File: config.mk
export PLATFORM = sky130hd
export DESIGN_NAME = wb_frame_fetch
export DESIGN_NICKNAME = d
export VERILOG_FILES = /design/src/rtl/wb_frame_fetch.sv
export SDC_FILE = /design/constraint.sdc
export NUM_CORES = 1
export LEC_CHECK = 0
export ABC_AREA = 1
export CAP_MARGIN = 10
export CELL_PAD_IN_SITES_DETAIL_PLACEMENT = 1
export CELL_PAD_IN_SITES_GLOBAL_PLACEMENT = 2
export CORE_AREA = 2 2 210 212
export DETAILED_ROUTE_END_ITERATION = 7
export DIE_AREA = 0 0 212 214
export PLACE_DENSITY_LB_ADDON = 0.1
export SYNTH_ARGS = -nofsm -noshare
export SYNTH_HDL_FRONTEND = slang
export SYNTH_SLANG_ARGS = --single-unit
File: constraint.sdc
create_clock -name clk -period 8.2 [get_ports clk]
set_clock_uncertainty 0.1 [all_clocks]
set_input_delay 1.64 -clock clk [delete_from_list [all_inputs] [get_ports clk]]
set_output_delay 1.64 -clock clk [all_outputs]
set_load 0.05 [all_outputs]
File: src/rtl/wb_frame_fetch.sv
// wb_frame_fetch: Wishbone classic-read master that streams a contiguous block of
// 32-bit words from BlockRAM into a small prefetch FIFO. The FIFO is presented
// downstream as a valid/ready stream.
// Optional build macro: WB_FRAME_FETCH_LOOP_EN. When defined, the block restarts
// the block fetch at BASE_WORD after every WORD_COUNT words, for continuous frame
// refresh. When it is undefined, one start yields exactly one run.
module wb_frame_fetch #(
    parameter int ADR_WIDTH  = 11,
    parameter int BASE_WORD  = 0,
    parameter int WORD_COUNT = 2048,
    parameter int FIFO_DEPTH = 8
) (
    input  logic        clk,
    input  logic        rst_n,
    input  logic        start,
    output logic        busy,
    output logic        done,
    output logic        error,
    output logic        cyc,
    output logic        stb,
    output logic        we,
    output logic [31:0] adr,
    output logic [3:0]  sel,
    output logic [2:0]  cti,
    output logic [1:0]  bte,
    output logic [31:0] dat_ms,
    input  logic [31:0] dat_sm,
    input  logic        ack,
    input  logic        err,
    input  logic        rty,
    output logic [31:0] out_data,
    output logic        out_valid,
    input  logic        out_ready
);

    localparam int PW = (FIFO_DEPTH > 1) ? $clog2(FIFO_DEPTH) : 1;
    localparam int CW = $clog2(FIFO_DEPTH) + 1;
    localparam int RW = ADR_WIDTH + 1;

    localparam logic [CW-1:0]        FULL_CNT   = CW'(FIFO_DEPTH);
    localparam logic [ADR_WIDTH-1:0] BASE_PTR   = ADR_WIDTH'(BASE_WORD);
    localparam logic [RW-1:0]        RUN_WORDS  = RW'(WORD_COUNT);

    localparam logic [1:0] IDLE  = 2'd0;
    localparam logic [1:0] FETCH = 2'd1;
    localparam logic [1:0] HOLD  = 2'd2;
    localparam logic [1:0] DRAIN = 2'd3;

    logic [1:0]           state;
    logic [ADR_WIDTH-1:0] word_ptr;
    logic [RW-1:0]        remaining;
    logic                 done_q;
    logic                 error_q;

    logic [31:0]          fifo_mem [FIFO_DEPTH];
    logic [PW-1:0]        wr_ptr;
    logic [PW-1:0]        rd_ptr;
    logic [CW-1:0]        count;
    logic [CW-1:0]        count_next;

    logic                 fetching;
    logic                 bus_ack;
    logic                 bus_err;
    logic                 push;
    logic                 pop;
    logic                 last_word;

    // Bus handshake decode. An err outranks ack, rty counts as no ack, and any
    // response arriving while stb is low is ignored.
    always_comb begin
        fetching   = (state == FETCH);
        bus_err    = fetching && err;
        bus_ack    = fetching && ack && !rty && !err;
        push       = bus_ack;
        pop        = out_valid && out_ready;
        last_word  = (remaining == RW'(1));
        count_next = count + CW'(push) - CW'(pop);
    end

    // Fetch controller: walks the word pointer, throttles on a full FIFO and
    // waits for the stream to drain before reporting completion.
    always_ff @(posedge clk or negedge rst_n) begin
        if (!rst_n) begin
            state     <= IDLE;
            word_ptr  <= BASE_PTR;
            remaining <= '0;
            done_q    <= 1'b0;
            error_q   <= 1'b0;
        end else begin
            done_q <= 1'b0;
            case (state)
                IDLE: begin
                    if (start) begin
                        word_ptr  <= BASE_PTR;
                        remaining <= RUN_WORDS;
                        error_q   <= 1'b0;
                        state     <= FETCH;
                    end
                end
                FETCH: begin
                    if (bus_err) begin
                        error_q <= 1'b1;
                        state   <= IDLE;
                    end else if (bus_ack) begin
                        word_ptr <= word_ptr + 1'b1;
                        if (last_word) begin
`ifdef WB_FRAME_FETCH_LOOP_EN
                            word_ptr  <= BASE_PTR;
                            remaining <= RUN_WORDS;
                            done_q    <= 1'b1;
                            state     <= (count_next == FULL_CNT) ? HOLD : FETCH;
`else
                            remaining <= remaining - 1'b1;
                            state     <= DRAIN;
`endif
                        end else begin
                            remaining <= remaining - 1'b1;
                            state     <= (count_next == FULL_CNT) ? HOLD : FETCH;
                        end
                    end
                end
                HOLD: begin
                    if (count < FULL_CNT) begin
                        state <= FETCH;
                    end
                end
                DRAIN: begin
                    if (count_next == '0) begin
                        done_q <= 1'b1;
                        state  <= IDLE;
                    end
                end
                default: begin
                    state <= IDLE;
                end
            endcase
        end
    end

    // FIFO bookkeeping. A bus error discards everything already prefetched.
    always_ff @(posedge clk or negedge rst_n) begin
        if (!rst_n) begin
            wr_ptr <= '0;
            rd_ptr <= '0;
            count  <= '0;
        end else if (bus_err) begin
            wr_ptr <= '0;
            rd_ptr <= '0;
            count  <= '0;
        end else begin
            if (push) begin
                wr_ptr <= wr_ptr + 1'b1;
            end
            if (pop) begin
                rd_ptr <= rd_ptr + 1'b1;
            end
            count <= count_next;
        end
    end

    // FIFO storage is plain memory with no reset. The head word is masked while the FIFO is empty.
    always_ff @(posedge clk) begin
        if (push) begin
            fifo_mem[wr_ptr] <= dat_sm;
        end
    end

    // Output mapping. cyc/stb come straight from the state register, so reset drops them at once.
    always_comb begin
        cyc       = fetching;
        stb       = fetching;
        we        = 1'b0;
        sel       = 4'hF;
        cti       = 3'b000;
        bte       = 2'b00;
        dat_ms    = 32'd0;
        adr       = fetching ? (32'(word_ptr) << 2) : 32'd0;
        busy      = (state != IDLE);
        done      = done_q;
        error     = error_q;
        out_valid = (count != '0);
        out_data  = out_valid ? fifo_mem[rd_ptr] : 32'd0;
    end

`ifndef SYNTHESIS
    // The controller must never overfill or underflow the FIFO.
    always @(posedge clk) begin
        if (rst_n) begin
            assert (!(push && !pop && count == FULL_CNT));
            assert (!(pop && count == '0));
        end
    end
`endif

endmodule
Yosys cells after proc, flatten, opt, wreduce, memory -nomap -nowiden
Memory sizes are Yosys's and may differ from the RTL's.
Index checks and enable logic that the tools add are counted.
W data, S select, Z words.
{"block": "classes", "n_addsub": 6, "magnitude_cmp": 1, "n_eq_ne": 12, "mux": 30, "reduce_logical": 17}
{"op": "$mux W12", "count": 3}
{"op": "$mux W11", "count": 3}
{"op": "$mux W32", "count": 1}
{"op": "$pmux W12 S2", "count": 1}
{"op": "$pmux W11 S2", "count": 1}
{"op": "$mux W2", "count": 7}
{"op": "$mux W13", "count": 1}
{"op": "$eq A12 B1 Y1 const B", "count": 1}
{"op": "$mux W3", "count": 4}
{"op": "$sub A12 B1 Y12 const B", "count": 1}
{"op": "$add A11 B1 Y11 const B", "count": 1}
{"op": "$ne A2 B2 Y1 const B", "count": 4}
{"op": "$pmux W2 S4", "count": 1}
{"op": "$reduce_and A4 Y1", "count": 2}
{"op": "$reduce_bool A2 Y1", "count": 4}
{"op": "$add A3 B1 Y3 const B", "count": 2}
{"op": "$mux W1", "count": 6}
{"op": "$logic_and A1 B1 Y1", "count": 5}
{"op": "$add A4 B1 Y4", "count": 1}
{"op": "$eq A2 B2 Y1 const B", "count": 2}
{"op": "$eq A4 B4 Y1 const B", "count": 1}
{"op": "$logic_not A4 Y1", "count": 1}
{"op": "$lt A4 B4 Y1 const B", "count": 1}
{"op": "$mux W4", "count": 1}
{"op": "other kinds (9)", "count": 11}
{"block": "totals", "register_bits": 37, "ram_bits": 256, "inputBits": 39, "out_inout_bits": 112, "word_cells": 75, "memories": 1}
{"memory": "fifo_mem", "words": 8, "word_bits": 32, "read_ports": 1, "rd_ports_with_merged_regs": 0, "write_ports": 1, "line_no": "55", "text": "logic [31:0] fifo_mem [FIFO_DEPTH];"}

Depth between registers and ports, before layout
Gate-level depths: netlist (run 1).
{"block": "logic_depth", "word_depth": 12, "mapped_depth": 19, "ltp_nobuf": 19}

Least setup slack after synthesis (run 1)
Ideal clock, no wire load.
{"block": "synth_timing", "path_kind": "input port to flip-flop", "start": "input port ack", "end": "memory fifo_mem[4][0], enable pin", "arrival_ps": 4394, "path_slack_ps": 3245, "cell_stages": 6, "cell_sequence": "inv_1 nor2_1 nand2_4 inv_1 nand2_1 nor3_1"}
{"block": "synth_between", "elab_chain_cells": 5}
{"element": "from (decl)", "line_no": "28", "text": "input logic ack,"}
{"element": "$logic_and A1 B1 Y1 (3 in series)", "line_no": "73", "text": "bus_ack = fetching && ack && !rty && !err;"}
{"element": "$mux W1", "line_no": "163", "text": "if (push) begin"}
{"element": "$mux W1 (implied by the code)", "line_no": "164", "text": "fifo_mem[wr_ptr] <= dat_sm;"}
{"element": "to (decl)", "line_no": "55"}
Every way passes these cells.

Worst setup path in the final report (run 1)
{"block": "layout_timing", "start": "register rd_ptr[0]", "end": "output port out_data[13]"}
{"block": "layout_between", "elab_chain_cells": 2}
{"element": "from (decl)", "line_no": "57", "text": "logic [PW-1:0] rd_ptr;"}
{"element": "from (signal assigned)", "line_no": "155", "text": "rd_ptr <= rd_ptr + 1'b1;"}
{"element": "$mem_v2 Z8 W32"}
{"element": "$mux W32", "line_no": "182", "text": "out_data = out_valid ? fifo_mem[rd_ptr] : 32'd0;"}
{"element": "to (decl)", "line_no": "31", "text": "output logic [31:0] out_data,"}
Every way passes these cells.

==> impl_results.rst, run 1 <==
.. list-table::
   :header-rows: 1

   * - Metric
     - Value
   * - Final slew viol count
     - 0
   * - Initial antenna violation count
     - 1
   * - Number of buffers inserted by hold repair at cts
     - 0
   * - Final hold violations
     - 0
   * - Sum of overflow across all layers after global routing
     - 0
   * - Cell type group with the largest total delay on the critical path
     - buffers and inverters
   * - # IOs
     - 151
   * - Cell depth of the worst hold path
     - 2
   * - Routed Antenna Nets
     - 0
   * - Most common cell type on the critical path
     - o21ai_0
   * - Drt first pass iters
     - 4
   * - WP data required
     - 6460 ps
   * - Fraction of final layout cells with drive strength greater than 1
     - 0.0748
   * - Total length of routed wires
     - between 30000 and 40000 um
   * - Type of destination of the critical path
     - output pin
   * - Capture endpoint of the worst hold path
     - remaining[11]
   * - Highest achievable clock rate
     - approximately 170 MHz
   * - Number of buffers added by the clock tree synthesis step
     - 36
   * - Startpoint-to-endpoint class of the critical path
     - flip-flop to output pin
   * - Hold crit path type
     - flip-flop to flip-flop
   * - CP cell instances
     - inv_2 > buf_4 > o21ai_0 > o21ai_0 > o21ai_0 > nor2_1 > clkdlybuf4s50_1
   * - Maximum buffer depth of the clock tree
     - 3
   * - Data arrival time of the worst path
     - 4150 ps
   * - Residual DRC
     - 0
   * - Die Span X
     - 212 um
   * - Vias in the first global route
     - 8571
   * - Actual slew at the worst max-slew pin
     - 976 ps
   * - Area added between synthesis and finish
     - 18.9%
   * - CTS tree
     - yes
   * - Post-CTS setup buffer count
     - 0
   * - Reg2Reg Depth
     - 17
   * - Count of different cell masters after synthesis
     - 33
   * - Routed vias/inst
     - 4.55
   * - Synthesis warning total
     - 0
   * - Highest net fanout along the worst path
     - 64
   * - Post-placement cell count
     - 1725
   * - H-tree depth
     - 2
   * - Routability congestion estimate from global placement
     - 0.693
   * - TritonCTS Sinks
     - 293
   * - Global-route wire length before repair
     - between 50000 and 60000 um
   * - Top cell type's share of synthesized area
     - 0.603
   * - Per-cell routed wire length
     - about 18 um
   * - Sequential fraction of the synthesis area
     - 0.676
   * - Worst IR drop on VDD
     - 194 uV
   * - Highest-delay cell along the critical path
     - clkdlybuf4s50_1
   * - Number of gates resized after cts
     - 0
   * - Reg2Reg Setup Slack
     - 4700 ps
   * - Synth Cell Area
     - between 10000 and 15000 um^2
   * - PwrDens
     - 383 nW/um^2
   * - Floorplan Core Area
     - 42900 um^2
   * - Worst slack at placement
     - 2840 ps
   * - Dominant cells by area after synthesis
     - edfxtp_1 60%, dfrtp_1 7.3%, nor2_1 7.2%
   * - Crit path setup slack, layout
     - 2310 ps
   * - Rel. slew slack
     - 0.350
   * - Setup violation total in the final timing report
     - 0
   * - CTS clock-pin slew for the worst setup and hold paths
     - roughly 60 ps
   * - Most used cells in the layout excluding fill and tap cells
     - 256 x edfxtp_1, 237 x nor2_1, 163 x o21ai_0
   * - Maximum number of pins on one net before global-route repair
     - 79
   * - Worst min-delay path startpoint
     - remaining[11]
   * - Most common cell after layout, fill and taps aside
     - edfxtp_1
   * - Post-route clock period utilization
     - 0.719
   * - Die Height
     - 214 um
   * - R2R Path Start
     - count[3]
   * - Initial cell density of the core
     - 0.297
   * - Total of fill cells in the finished design
     - 4671
   * - P_leak
     - 5.40 nW
   * - Count of nets after finishing
     - 1228
   * - Clock root buffer
     - clkbuf_16
   * - Max Cap Viol
     - 0
   * - DPL Wire Length
     - 18300 um
   * - Library cell occupying the most area in the post-synthesis netlist
     - edfxtp_1
   * - Post-synthesis average cell area
     - 11.7 um^2
   * - Worst hold slack
     - 390 ps
   * - Peak per-stage delay on the critical path
     - 860 ps
   * - Number of design-rule violations left by the first detailed-router iteration
     - 303
   * - Worst Setup Start Kind
     - flip-flop
   * - Die area
     - 45400 um^2
   * - Gate count after technology mapping
     - around 1.1k
   * - Setup repair after global routing missed its margin
     - no
   * - Number of vias in the routed layout
     - just over 8k
   * - Number of core rows
     - 76
   * - Shortest period the worst path allows
     - 5890 ps
   * - Terminus of the critical flop-to-flop path
     - state[1]
   * - Post-Route Setup TNS
     - 0 ps
   * - Worst-Skew Late Latency
     - 540 ps
   * - Count of buffers inserted at the top-level ports
     - 87
   * - Number of storage elements in the synthesis netlist
     - between 200 and 300
   * - Result of the run
     - finished, final reports clean
   * - Number of non-filler instances in the completed layout
     - about 1.8k
   * - Worst Path Buf+Inv
     - 3
   * - GRT Util Overall
     - 0.147
==> logic make-up after synthesis <==
| family | count (synthesis) | share of synthesized area |
|---|---|---|
| AO/OA/AOI/OAI | 227 | 0.0931 |
| AND/OR/NAND/NOR | 350 | 0.113 |
| XOR/XNOR | 7 | 0.00481 |
| buffers and inverters | 171 | 0.0759 |
| flip-flops | 293 | 0.676 |
| other | 2 | 0.000590 |
| adder cells (fa/ha/maj) | 11 | 0.0114 |
| multiplexers | 32 | 0.0251 |
==> layer usage <==
layer	share of wire	GRT usage	routed length [um]
met4	0.020	0.0432	652
met1	0.45	0.194	14900
met3	0.043	0.0312	1420
met5	0.00040	0	13
met2	0.48	0.243	15800
==> power breakdown <==
part	switching (mW)	internal [mW]	leakage, nW
clock	0.628	0.939	0.554
sequential	0.143	1.70	2.79
combinational	1.68	0.709	2.06
==> cell usage after synthesis, drive strengths merged <==
master and instances:
nor3 11, conb 2, o31ai 1, xor2 6
a21oi 16, nand2 62, dfrtp 37, o22ai 33
a21boi 1, fa 1, buf 88, nor2 244
edfxtp 256, o21ai 176, nand3 22, mux2i 32
inv 55, or2 2, ha 10, clkbuf 28
xnor2 1, nand4 9
==> state kept, by name, indices dropped and copies added, names as in the netlist <==
name,flops
count,4
done,1
error,1
fifo_mem,256
rd_ptr,3
remaining,12
state,2
word_ptr,11
wr_ptr,3
==> metrics by stage <==
step / power, mW / utilization / cell area [um^2]
CTS: 5.92 / 0.353 / 15100
detailed placement: 4.32 / 0.326 / 14000
finish: 5.81 / 0.353 / 15100
global route: 6.18 / 0.353 / 15100
floorplan: 3.56 / - / 13000
global placement: 4.32 / 0.326 / 14000
==> worst min-delay path: cells and delay by family (launching register included) <==
kind          cells  cell delay [ps]
simple gates      2              110
flops             1              350
==> cell type report <==
type	count	area (um^2)	share of cell area
antenna	2	5.00	0.000330
timing repair buffer	102	978	0.0646
sequential	293	8620	0.569
inverter	55	206	0.0136
multi-input combinational	690	3440	0.227
clock buffer	43	927	0.0612
tap	585	732	0.0483
clock inverter	21	233	0.0154
==> how the worst max path moves through the flow <==
stage               startpoint              to  slack (ps)  cells past startpoint
floorplan                  ack  fifo_mem[4][0]        3240                      6
global placement     rd_ptr[0]    out_data[13]        2820                      7
detailed placement   rd_ptr[0]    out_data[13]        2840                      7
CTS                  rd_ptr[0]    out_data[13]        2240                      7
global route         rd_ptr[0]     out_data[2]        2010                      7
finish               rd_ptr[0]    out_data[13]        2310                      7
Power figures use the tool's default switching activity.
==> inputs of run 2 (changes only) <==
==> constraint.sdc (replaced) <==
create_clock -name clk -period 5.8 [get_ports clk]
set_clock_uncertainty 0.1 [all_clocks]
set_input_delay 1.16 -clock clk [delete_from_list [all_inputs] [get_ports clk]]
set_output_delay 1.16 -clock clk [all_outputs]
set_load 0.05 [all_outputs]
==> impl_results.rst, run 2 (synthesis gave the netlist of run 1 again) <==
.. list-table::
   :header-rows: 1

   * - Metric
     - Value
   * - Post-CTS setup buffer count
     - 0
   * - Cell depth of the worst hold path
     - 2
   * - Post-Route Setup TNS
     - 0 ps
   * - Hold crit path type
     - flip-flop to flip-flop
   * - Vias in the first global route
     - between 8k and 9k
   * - Result of the run
     - finished, final reports clean
   * - Die Height
     - 214 um
   * - Area of all placed cells without fillers
     - 15200 um^2
   * - Max Cap Viol
     - 0
   * - R2R Path Start
     - count[3]
   * - Die area
     - 45400 um^2
   * - # IOs
     - 151
   * - Highest achievable clock rate
     - 219 MHz
   * - PwrDens
     - approximately 540 nW/um^2
   * - Routability congestion estimate from global placement
     - 0.703
   * - Largest registers in the final layout
     - fifo_mem (256), remaining (12), word_ptr (11)
   * - Worst IR drop on VDD
     - 349 uV
   * - Register name with the most flops
     - fifo_mem
   * - Capture endpoint of the worst hold path
     - remaining[11]
   * - Cell area reported after detailed placement
     - 14000 um^2
   * - Count of nets after finishing
     - 1232
   * - Data arrival time of the worst path
     - roughly 3300 ps
   * - Most used cells in the layout excluding fill and tap cells
     - 256 x edfxtp_1, 237 x nor2_1, 163 x o21ai_0
   * - Clock root buffer
     - clkbuf_16
   * - Highest net fanout along the worst path
     - 61
   * - Setup repair after global routing missed its margin
     - no
   * - Shortest period the worst path allows
     - ~4600 ps
   * - GRT Util Overall
     - 0.151
   * - N_diodes
     - 0
   * - WP data required
     - ~4500 ps
   * - Floorplan Core Area
     - about 43000 um^2
   * - Total of fill cells in the finished design
     - 4642
   * - Per-cell routed wire length
     - 18.8 um
   * - Number of vias in the routed layout
     - just over 8k
   * - TritonCTS Sinks
     - a little under 300
   * - Maximum buffer depth of the clock tree
     - 3
   * - Number of gates resized after cts
     - 0
   * - Reg2Reg Depth
     - 16
   * - P_leak
     - around 5.4 nW
   * - Count of buffers inserted at the top-level ports
     - 87
   * - Number of buffers inserted by hold repair at cts
     - 0
   * - Most common cell after layout, fill and taps aside
     - edfxtp_1
   * - Largest register FFs
     - about 260
   * - Worst-Skew Late Latency
     - 530 ps
   * - Die Span X
     - 212 um
   * - Initial antenna violation count
     - 2
   * - Final slew viol count
     - 0
   * - Setup violation total in the final timing report
     - 0
   * - Final hold violations
     - 0
   * - Drt first pass iters
     - 4
   * - Reg2Reg Setup Slack
     - ~2200 ps
   * - Initial cell density of the core
     - 0.297
   * - Actual slew at the worst max-slew pin
     - 933 ps
   * - H-tree depth
     - 2
   * - Sequential Area
     - roughly 8600 um^2
   * - Worst hold slack
     - 395 ps
   * - Rel. slew slack
     - 0.378
   * - Number of buffers added by the clock tree synthesis step
     - 36
   * - Fraction of final layout cells with drive strength greater than 1
     - 0.0746
   * - Routed Antenna Nets
     - 0
   * - Residual DRC
     - 0
   * - Routed vias/inst
     - 4.56
   * - CTS tree
     - yes
   * - Maximum number of pins on one net before global-route repair
     - 66
   * - Startpoint-to-endpoint class of the critical path
     - flip-flop to output pin
   * - Crit path setup slack, layout
     - ~1200 ps
   * - Type of destination of the critical path
     - output pin
   * - Worst slack at placement
     - 1720 ps
   * - Worst Setup Start Kind
     - flip-flop
   * - Multi-input gate area
     - 3440 um^2
   * - Worst min-delay path startpoint
     - remaining[11]
   * - Post-route clock period utilization
     - 0.787
   * - Number of design-rule violations left by the first detailed-router iteration
     - 434
   * - Number of core rows
     - 76
   * - Terminus of the critical flop-to-flop path
     - state[0]
   * - DPL Wire Length
     - 19400 um
   * - Final core utilization
     - 0.354
   * - Global-route wire length before repair
     - 52000 um
   * - Area added between synthesis and finish
     - 19.0%
   * - CTS clock-pin slew for the worst setup and hold paths
     - about 60 ps
   * - Total length of routed wires
     - 33700 um
   * - Sum of overflow across all layers after global routing
     - 0
==> run 2: changes by cell type in the layout (fill, tap and decap cells not counted), sizes merged <==
cell	delta
buf	+4
bufinv	-1
clkbuf	+7
clkinv	-5
clkinvlp	-2
diode	-2
inv	-1
==> run 2: worst max-delay path: stages, from the launching register on <==
cell,delay [ps]
dfrtp_4,890
buf_4,390
o21ai_0,130
o21ai_0,220
o21ai_0,170
nor2_1,150
clkdlybuf4s50_1,800
==> run 2: worst max-delay path by stage <==
stage,from,end,slack (ps),depth (start not counted)
after floorplan,ack,fifo_mem[4][0],1320,6
after global placement,rd_ptr[1],out_data[11],1690,6
after detailed placement,rd_ptr[1],out_data[11],1720,6
after CTS,rd_ptr[1],out_data[11],1130,6
after global routing,rd_ptr[1],out_data[11],960,6
final,rd_ptr[1],out_data[11],1240,6
==> run 2: stage by stage <==
| step | power [mW] | std cells |
|---|---|---|
| floorplan | 5.03 | 1154 |
| global placement | 6.17 | 1729 |
| detailed placement | 6.17 | 1729 |
| CTS | 8.39 | 1791 |
| global route | 8.76 | 1791 |
| finish | 8.23 | 1791 |
==> run 2: layout make-up <==
class                   count  area share
flip-flops and latches    293       0.569
multi-input cells         690       0.227
repair buffers            106      0.0682
clock buffers              50      0.0657
well taps                 585      0.0483
inverters                  55      0.0136
clock inverters            12     0.00866
==> run 2: power breakdown <==
| group | internal, mW | switching (mW) |
|---|---|---|
| Clock | 1.33 | 0.845 |
| Sequential | 2.41 | 0.140 |
| Combinational | 1.04 | 2.47 |
| Total | 4.78 | 3.45 |
==> run 2: routing by layer <==
layer  vias up  GRT usage  routed length, um
met5         -          0                 29
met4         4     0.0484                763
met3        51     0.0262               1100
met2       122      0.246              15900
met1      4098      0.205              15900
li1       3884          -                  -
